==> src/rtl/pc_fetch_unit_if.sv <==
// rtl/pc_fetch_unit_if.sv - instruction-memory request/grant/response bus
interface pc_fetch_unit_if;
  logic        im_req;
  logic [31:0] im_addr;
  logic        im_gnt;
  logic        im_rvalid;
  logic [31:0] im_rdata;

  modport master (
    output im_req,
    output im_addr,
    input  im_gnt,
    input  im_rvalid,
    input  im_rdata
  );

  modport slave (
    input  im_req,
    input  im_addr,
    output im_gnt,
    output im_rvalid,
    output im_rdata
  );
endinterface

==> src/rtl/pc_fetch_unit.sv <==
// rtl/pc_fetch_unit.sv - PC register and instruction-fetch FSM (REQ/WAIT/HOLD/DRAIN)
// Optional FETCH_ALIGN_CHECK_EN adds if_misalign and suppresses fetches of unaligned PCs.
module pc_fetch_unit #(
  parameter logic [31:0] RESET_PC  = 32'h0000_3000,
  parameter logic [31:0] INSTR_NOP = 32'h0000_0000
) (
  input  logic               clk,
  input  logic               reset,
  input  logic [31:0]        npc,
  input  logic               flush,
  input  logic [31:0]        flush_pc,
  input  logic               stall,
  pc_fetch_unit_if.master    im,
  output logic               if_valid,
  output logic [31:0]        if_pc,
  output logic [31:0]        if_instr
`ifdef FETCH_ALIGN_CHECK_EN
  ,
  output logic               if_misalign
`endif
);

  typedef enum logic [1:0] {REQ, WAIT, HOLD, DRAIN} state_t;

  state_t      state, state_nx;
  logic        run;
  logic [31:0] pc, pc_nx;
  logic        valid_nx;
  logic [31:0] ipc_nx, instr_nx;
`ifdef FETCH_ALIGN_CHECK_EN
  logic        mis_nx;
`endif

  // run holds im_req low until the first edge after reset is released
`ifdef FETCH_ALIGN_CHECK_EN
  assign im.im_req = run && (state == REQ) && (pc[1:0] == 2'b00);
`else
  assign im.im_req = run && (state == REQ);
`endif
  assign im.im_addr = pc;

  always_ff @(posedge clk or negedge reset) begin
    if (!reset) begin
      state    <= REQ;
      run      <= 1'b0;
      pc       <= RESET_PC;
      if_valid <= 1'b0;
      if_pc    <= RESET_PC;
      if_instr <= INSTR_NOP;
`ifdef FETCH_ALIGN_CHECK_EN
      if_misalign <= 1'b0;
`endif
    end else begin
      state    <= state_nx;
      run      <= 1'b1;
      pc       <= pc_nx;
      if_valid <= valid_nx;
      if_pc    <= ipc_nx;
      if_instr <= instr_nx;
`ifdef FETCH_ALIGN_CHECK_EN
      if_misalign <= mis_nx;
`endif
    end
  end

  always_comb begin
    state_nx = state;
    pc_nx    = pc;
    valid_nx = if_valid;
    ipc_nx   = if_pc;
    instr_nx = if_instr;
`ifdef FETCH_ALIGN_CHECK_EN
    mis_nx   = if_misalign;
`endif
    unique case (state)
      REQ: begin
        // a grant coinciding with flush is dropped; the new address goes out next cycle
        if (flush) begin
          pc_nx = flush_pc;
        end
`ifdef FETCH_ALIGN_CHECK_EN
        else if (run && (pc[1:0] != 2'b00)) begin
          state_nx = HOLD;
          valid_nx = 1'b1;
          ipc_nx   = pc;
          instr_nx = INSTR_NOP;
          mis_nx   = 1'b1;
        end
`endif
        else if (im.im_req && im.im_gnt) begin
          state_nx = WAIT;
        end
      end
      WAIT: begin
        if (flush) begin
          pc_nx    = flush_pc;
          state_nx = im.im_rvalid ? REQ : DRAIN;
        end else if (im.im_rvalid) begin
          valid_nx = 1'b1;
          ipc_nx   = pc;
          instr_nx = im.im_rdata;
          state_nx = HOLD;
        end
      end
      HOLD: begin
        if (flush || !stall) begin
          pc_nx    = flush ? flush_pc : npc;
          valid_nx = 1'b0;
          instr_nx = INSTR_NOP;
          state_nx = REQ;
`ifdef FETCH_ALIGN_CHECK_EN
          mis_nx   = 1'b0;
`endif
        end
      end
      DRAIN: begin
        if (flush) begin
          pc_nx = flush_pc;
        end
        if (im.im_rvalid) begin
          state_nx = REQ;
        end
      end
    endcase
  end

endmodule

==> src/flat_wrapper.sv <==
// flat-port wrapper written by rule: the top's interface ports become plain ports
module pc_fetch_unit_flat 
#(
  parameter logic [31:0] RESET_PC  = 32'h0000_3000,
  parameter logic [31:0] INSTR_NOP = 32'h0000_0000
)
  (clk, reset, npc, flush, flush_pc, stall, if_valid, if_pc, if_instr, im_im_req, im_im_addr, im_im_gnt, im_im_rvalid, im_im_rdata);
  pc_fetch_unit_if im_i ();
  input  logic clk;
  input  logic reset;
  input  logic [31:0] npc;
  input  logic flush;
  input  logic [31:0] flush_pc;
  input  logic stall;
  output logic if_valid;
  output logic [31:0] if_pc;
  output logic [31:0] if_instr;
  output wire logic [$bits(im_i.im_req)-1:0] im_im_req;
  output wire logic [$bits(im_i.im_addr)-1:0] im_im_addr;
  input wire logic [$bits(im_i.im_gnt)-1:0] im_im_gnt;
  input wire logic [$bits(im_i.im_rvalid)-1:0] im_im_rvalid;
  input wire logic [$bits(im_i.im_rdata)-1:0] im_im_rdata;
  assign im_im_req = im_i.im_req;
  assign im_im_addr = im_i.im_addr;
  assign im_i.im_gnt = im_im_gnt;
  assign im_i.im_rvalid = im_im_rvalid;
  assign im_i.im_rdata = im_im_rdata;
  pc_fetch_unit #(.RESET_PC(RESET_PC), .INSTR_NOP(INSTR_NOP)) u_core (.clk(clk), .reset(reset), .npc(npc), .flush(flush), .flush_pc(flush_pc), .stall(stall), .im(im_i), .if_valid(if_valid), .if_pc(if_pc), .if_instr(if_instr));
endmodule
==> config.mk <==
export PLATFORM = sky130hd
export DESIGN_NAME = pc_fetch_unit_flat
export DESIGN_NICKNAME = d
export VERILOG_FILES = /design/src/rtl/pc_fetch_unit_if.sv /design/src/rtl/pc_fetch_unit.sv /design/src/flat_wrapper.sv
export SDC_FILE = /design/constraint.sdc
export NUM_CORES = 1
export LEC_CHECK = 0
export CAP_MARGIN = 10
export CORE_ASPECT_RATIO = 0.5
export CORE_MARGIN = 10
export CORE_UTILIZATION = 40
export CTS_CLUSTER_DIAMETER = 80
export DETAILED_ROUTE_END_ITERATION = 8
export GPL_ROUTABILITY_DRIVEN = 0
export MAX_ROUTING_LAYER = met4
export PLACE_DENSITY = 0.78
export RECOVER_POWER = 100
export SYNTH_ARGS = -nofsm -noshare
export SYNTH_HDL_FRONTEND = slang
export SYNTH_SLANG_ARGS = --single-unit
==> constraint.sdc <==
create_clock -name clk -period 1.8 [get_ports clk]
set_input_delay 0.36 -clock clk [delete_from_list [all_inputs] [get_ports clk]]
set_output_delay 0.36 -clock clk [all_outputs]
set_load 0.02 [all_outputs]
==> metrics.md <==
| Metric | Value |
|---|---|
| Total Routing Usage GR | 0.179 |
| Hpwl dp | around 9800 um |
| Syn nets | roughly 370 |
| Grt total ovfl | 0 |
| Cell family with most CP delay | buffers and inverters |
| ANT nets after route | 0 |
| Overall power | 7.66 mW |
| Dominant cells by area after synthesis | dfrtp_1 61%, a22o_1 14%, mux2_1 9.2% |
| Total vias in the final route | roughly 3.1k |
| Worst-path clk slew | about 0.07 ns |
| Design area | about 6400 um^2 |
| Met2 usage | 0.318 |
| Final Util | 0.677 |
| Post-synthesis area per instance | between 10 and 15 um^2 |
| Drt drc | 0 |
| Total number of H-tree levels | 3 |
| Final WS setup | 0.0543 ns |
| Proportion of layout cells with a drive suffix above 1 | 0.0892 |
| P_leak | 3.00 nW |
| Max Freq | between 500 and 600 MHz |
| WS Path Type | register to output pin |
| Max Cap Viol | 0 |
| Die height | approximately 90 um |
| Area share of the largest cell type after synthesis | 0.613 |
| Vias in the first global route | approximately 3.5k |
| Clk sinks | 100 |
| Drt first-iter violations | between 100 and 150 |
| CP max stage delay | roughly 0.7 ns |
| Maximum vdd drop | around 0.00074 V |
| Clock Tree Buf Depth | 2 |
| Io pins | 200 |
| Core area | approximately 9500 um^2 |
| CTS Buf Count | 9 |
| CP startpoint kind | register |
| Layer with the highest usage | met2 |
| DR WL/cell | a little over 20 um |
| First-pass GRT wire length | just over 20,000 um |
| CTS tree | yes |
| Pre-CTS WS | -0.131 ns |
| Distinct cells, synth | 23 |
| Clock latency on the worst-skew pair | roughly 0.34 ns |
| Sequential fraction of the synthesis area | 0.640 |
| Die area | between 10,000 and 15,000 um^2 |
| Post-synth design cell area | about 3900 um^2 |
| Max stage delay cell, worst path | dlygate4sd3_1 |
| Final number of setup-violating endpoints | 0 |
| Buf+Inv Stages, Crit Path | 1 |
| Worst path cell trace | dlygate4sd3_1 |
| Worst rel slew slack | 0.454 |
| RSZ-0062 raised after global routing | no |
| Largest net degree at the start of global routing | 34 |
| Initial antenna violation count | 0 |
| Seq cells post-synth | 100 |
| Via/cell ratio | about 5 |
| P&R area growth vs syn | 64.3% |
| WP data required | about 1.4 ns |
| Root Driver | clkbuf_16 |
| Fin Setup TNS | 0 ns |
| Synth warnings | 0 |
| Critical Path End Type | output pin |
| Met1 usage | 0.191 |
| Nets@finish | between 500 and 600 |
| # diodes | 0 |
| CP Max Fanout | 2 |
| IO Port Bufs | a little under 200 |
| Post-Route Skew | 0.00495 ns |
| GR Util met3 | 0.0369 |
| Status | finished, final reports clean |
| Final min period | between 1.5 and 2 ns |
| Final hold vios | 0 |
| Placement Cell Area | 6210 um^2 |
| Initial Utilization | 0.412 |
| Worst Tran Pin Value | slightly above 0.8 ns |
| Arr. time, crit path | approximately 1.4 ns |
| FP Rows | 25 |
| Drt pass-1 iters | 4 |
| Worst min path class | register to register |
| Chip width | 160 um |
| Final WL | approximately 12,000 um |
| Final Cycle Share | 0.970 |
| Yosys top cell by area | dfrtp_1 |
| Postcts setup bufs | 0 |
| Slew Limit Fails | 0 |
| Pwr Density | 1190 nW/um^2 |
| Post-Syn Instances | 264 |
per-stage QoR:
stage	hold slack, ns	instances
6_report	0.480	617
2_1_floorplan	0.0644	264
3_3_place_gp	0.346	601
4_1_cts	0.488	617
5_1_grt	0.498	617
3_5_place_dp	0.350	601
layout make-up:
type,count,area [um^2]
clock buffer,10,239
clock inverter,5,37.5
fill,719,3070
inverter,2,7.51
multi-input combinational,142,1290
sequential,100,2510
tap,135,169
timing repair buffer,223,2190
cell families after synthesis:
kind of cell | after synthesis | share of synthesized area
flops | 100 | 0.640
simple gates | 6 | 0.0153
buf+inv | 22 | 0.0322
compound gates | 101 | 0.215
mux | 34 | 0.0971
other cells | 1 | 0.000957
path summary, 6_finish.rpt:
path | from | to | slack [ns] | depth (start not counted)
worst max-delay path | u_core.if_pc[15] | if_pc[15] | 0.05 | 1
worst min-delay path | u_core.if_pc[29] | u_core.if_pc[29] | 0.48 | 1
worst max register to register | u_core.state[1] | u_core.if_pc[30] | 0.15 | 4
worst min register to register | u_core.if_pc[29] | u_core.if_pc[29] | 0.48 | 1
max in group asynchronous | reset | u_core.im.im_addr[0] | 0.24 | 3
min in group asynchronous | reset | u_core.im.im_addr[14] | 0.66 | 2
cell usage after synthesis (all sizes together):
cell / number
dfrtp: 96
a22o: 64
a21o: 33
mux2: 32
buf: 17
dfstp: 4
clkbuf: 3
a31oi: 2
inv: 2
mux2i: 2
and4bb: 1
conb: 1
nand2b: 1
nand4: 1
nor2: 1
nor3b: 1
nor4b: 1
o21ai: 1
o2bb2ai: 1
per-layer routing:
metal	share of wire	up-vias
li1	-	1421
met1	0.39	1555
met2	0.55	86
met3	0.031	31
met4	0.029	0
met5	0	-
layout by cell type (no fill, tap or decap):
master	instances
a21o_1	33
a22o_1	64
a31oi_2	2
and4bb_2	1
buf_12	3
buf_4	10
buf_6	1
clkbuf_1	3
clkbuf_16	9
clkbuf_2	4
clkbuf_4	3
clkbuf_8	1
clkdlybuf4s50_1	175
clkinv_2	1
clkinv_4	1
clkinvlp_4	2
conb_1	1
dfrtp_1	96
dfstp_1	2
dfstp_2	2
dlygate4sd2_1	5
dlygate4sd3_1	19
inv_1	1
inv_2	1
inv_6	1
mux2_1	32
mux2i_1	2
nand2b_1	1
nand4_1	1
nor2_1	1
nor3b_1	1
nor4b_4	1
o21ai_0	1
o2bb2ai_1	1
state kept, by name, indices dropped and copies added, names as in the netlist:
register / count
u_core.if_pc: 32
u_core.im.im_addr: 32
u_core.state: 2
u_core.if_valid: 1
u_core.if_instr: 32
u_core.run: 1
power by group:
part | switching (mW) | internal, mW | total [mW] | leakage (nW)
Clock | 0.813 | 0.971 | 1.78 | 0.131
Combinational | 1.35 | 1.42 | 2.77 | 1.61
Sequential | 0.302 | 2.81 | 3.11 | 1.26
Total | 2.46 | 5.20 | 7.66 | 3.00
what timing repair did:
item | in CTS | in global routing
hold buffers | 1 | 0
setup endpoints to repair | 5 | 0
endpoints found under the hold margin | 24 | 0
gates resized for setup | 5 | 0
No activity file was read; power rests on OpenSTA's default activity.
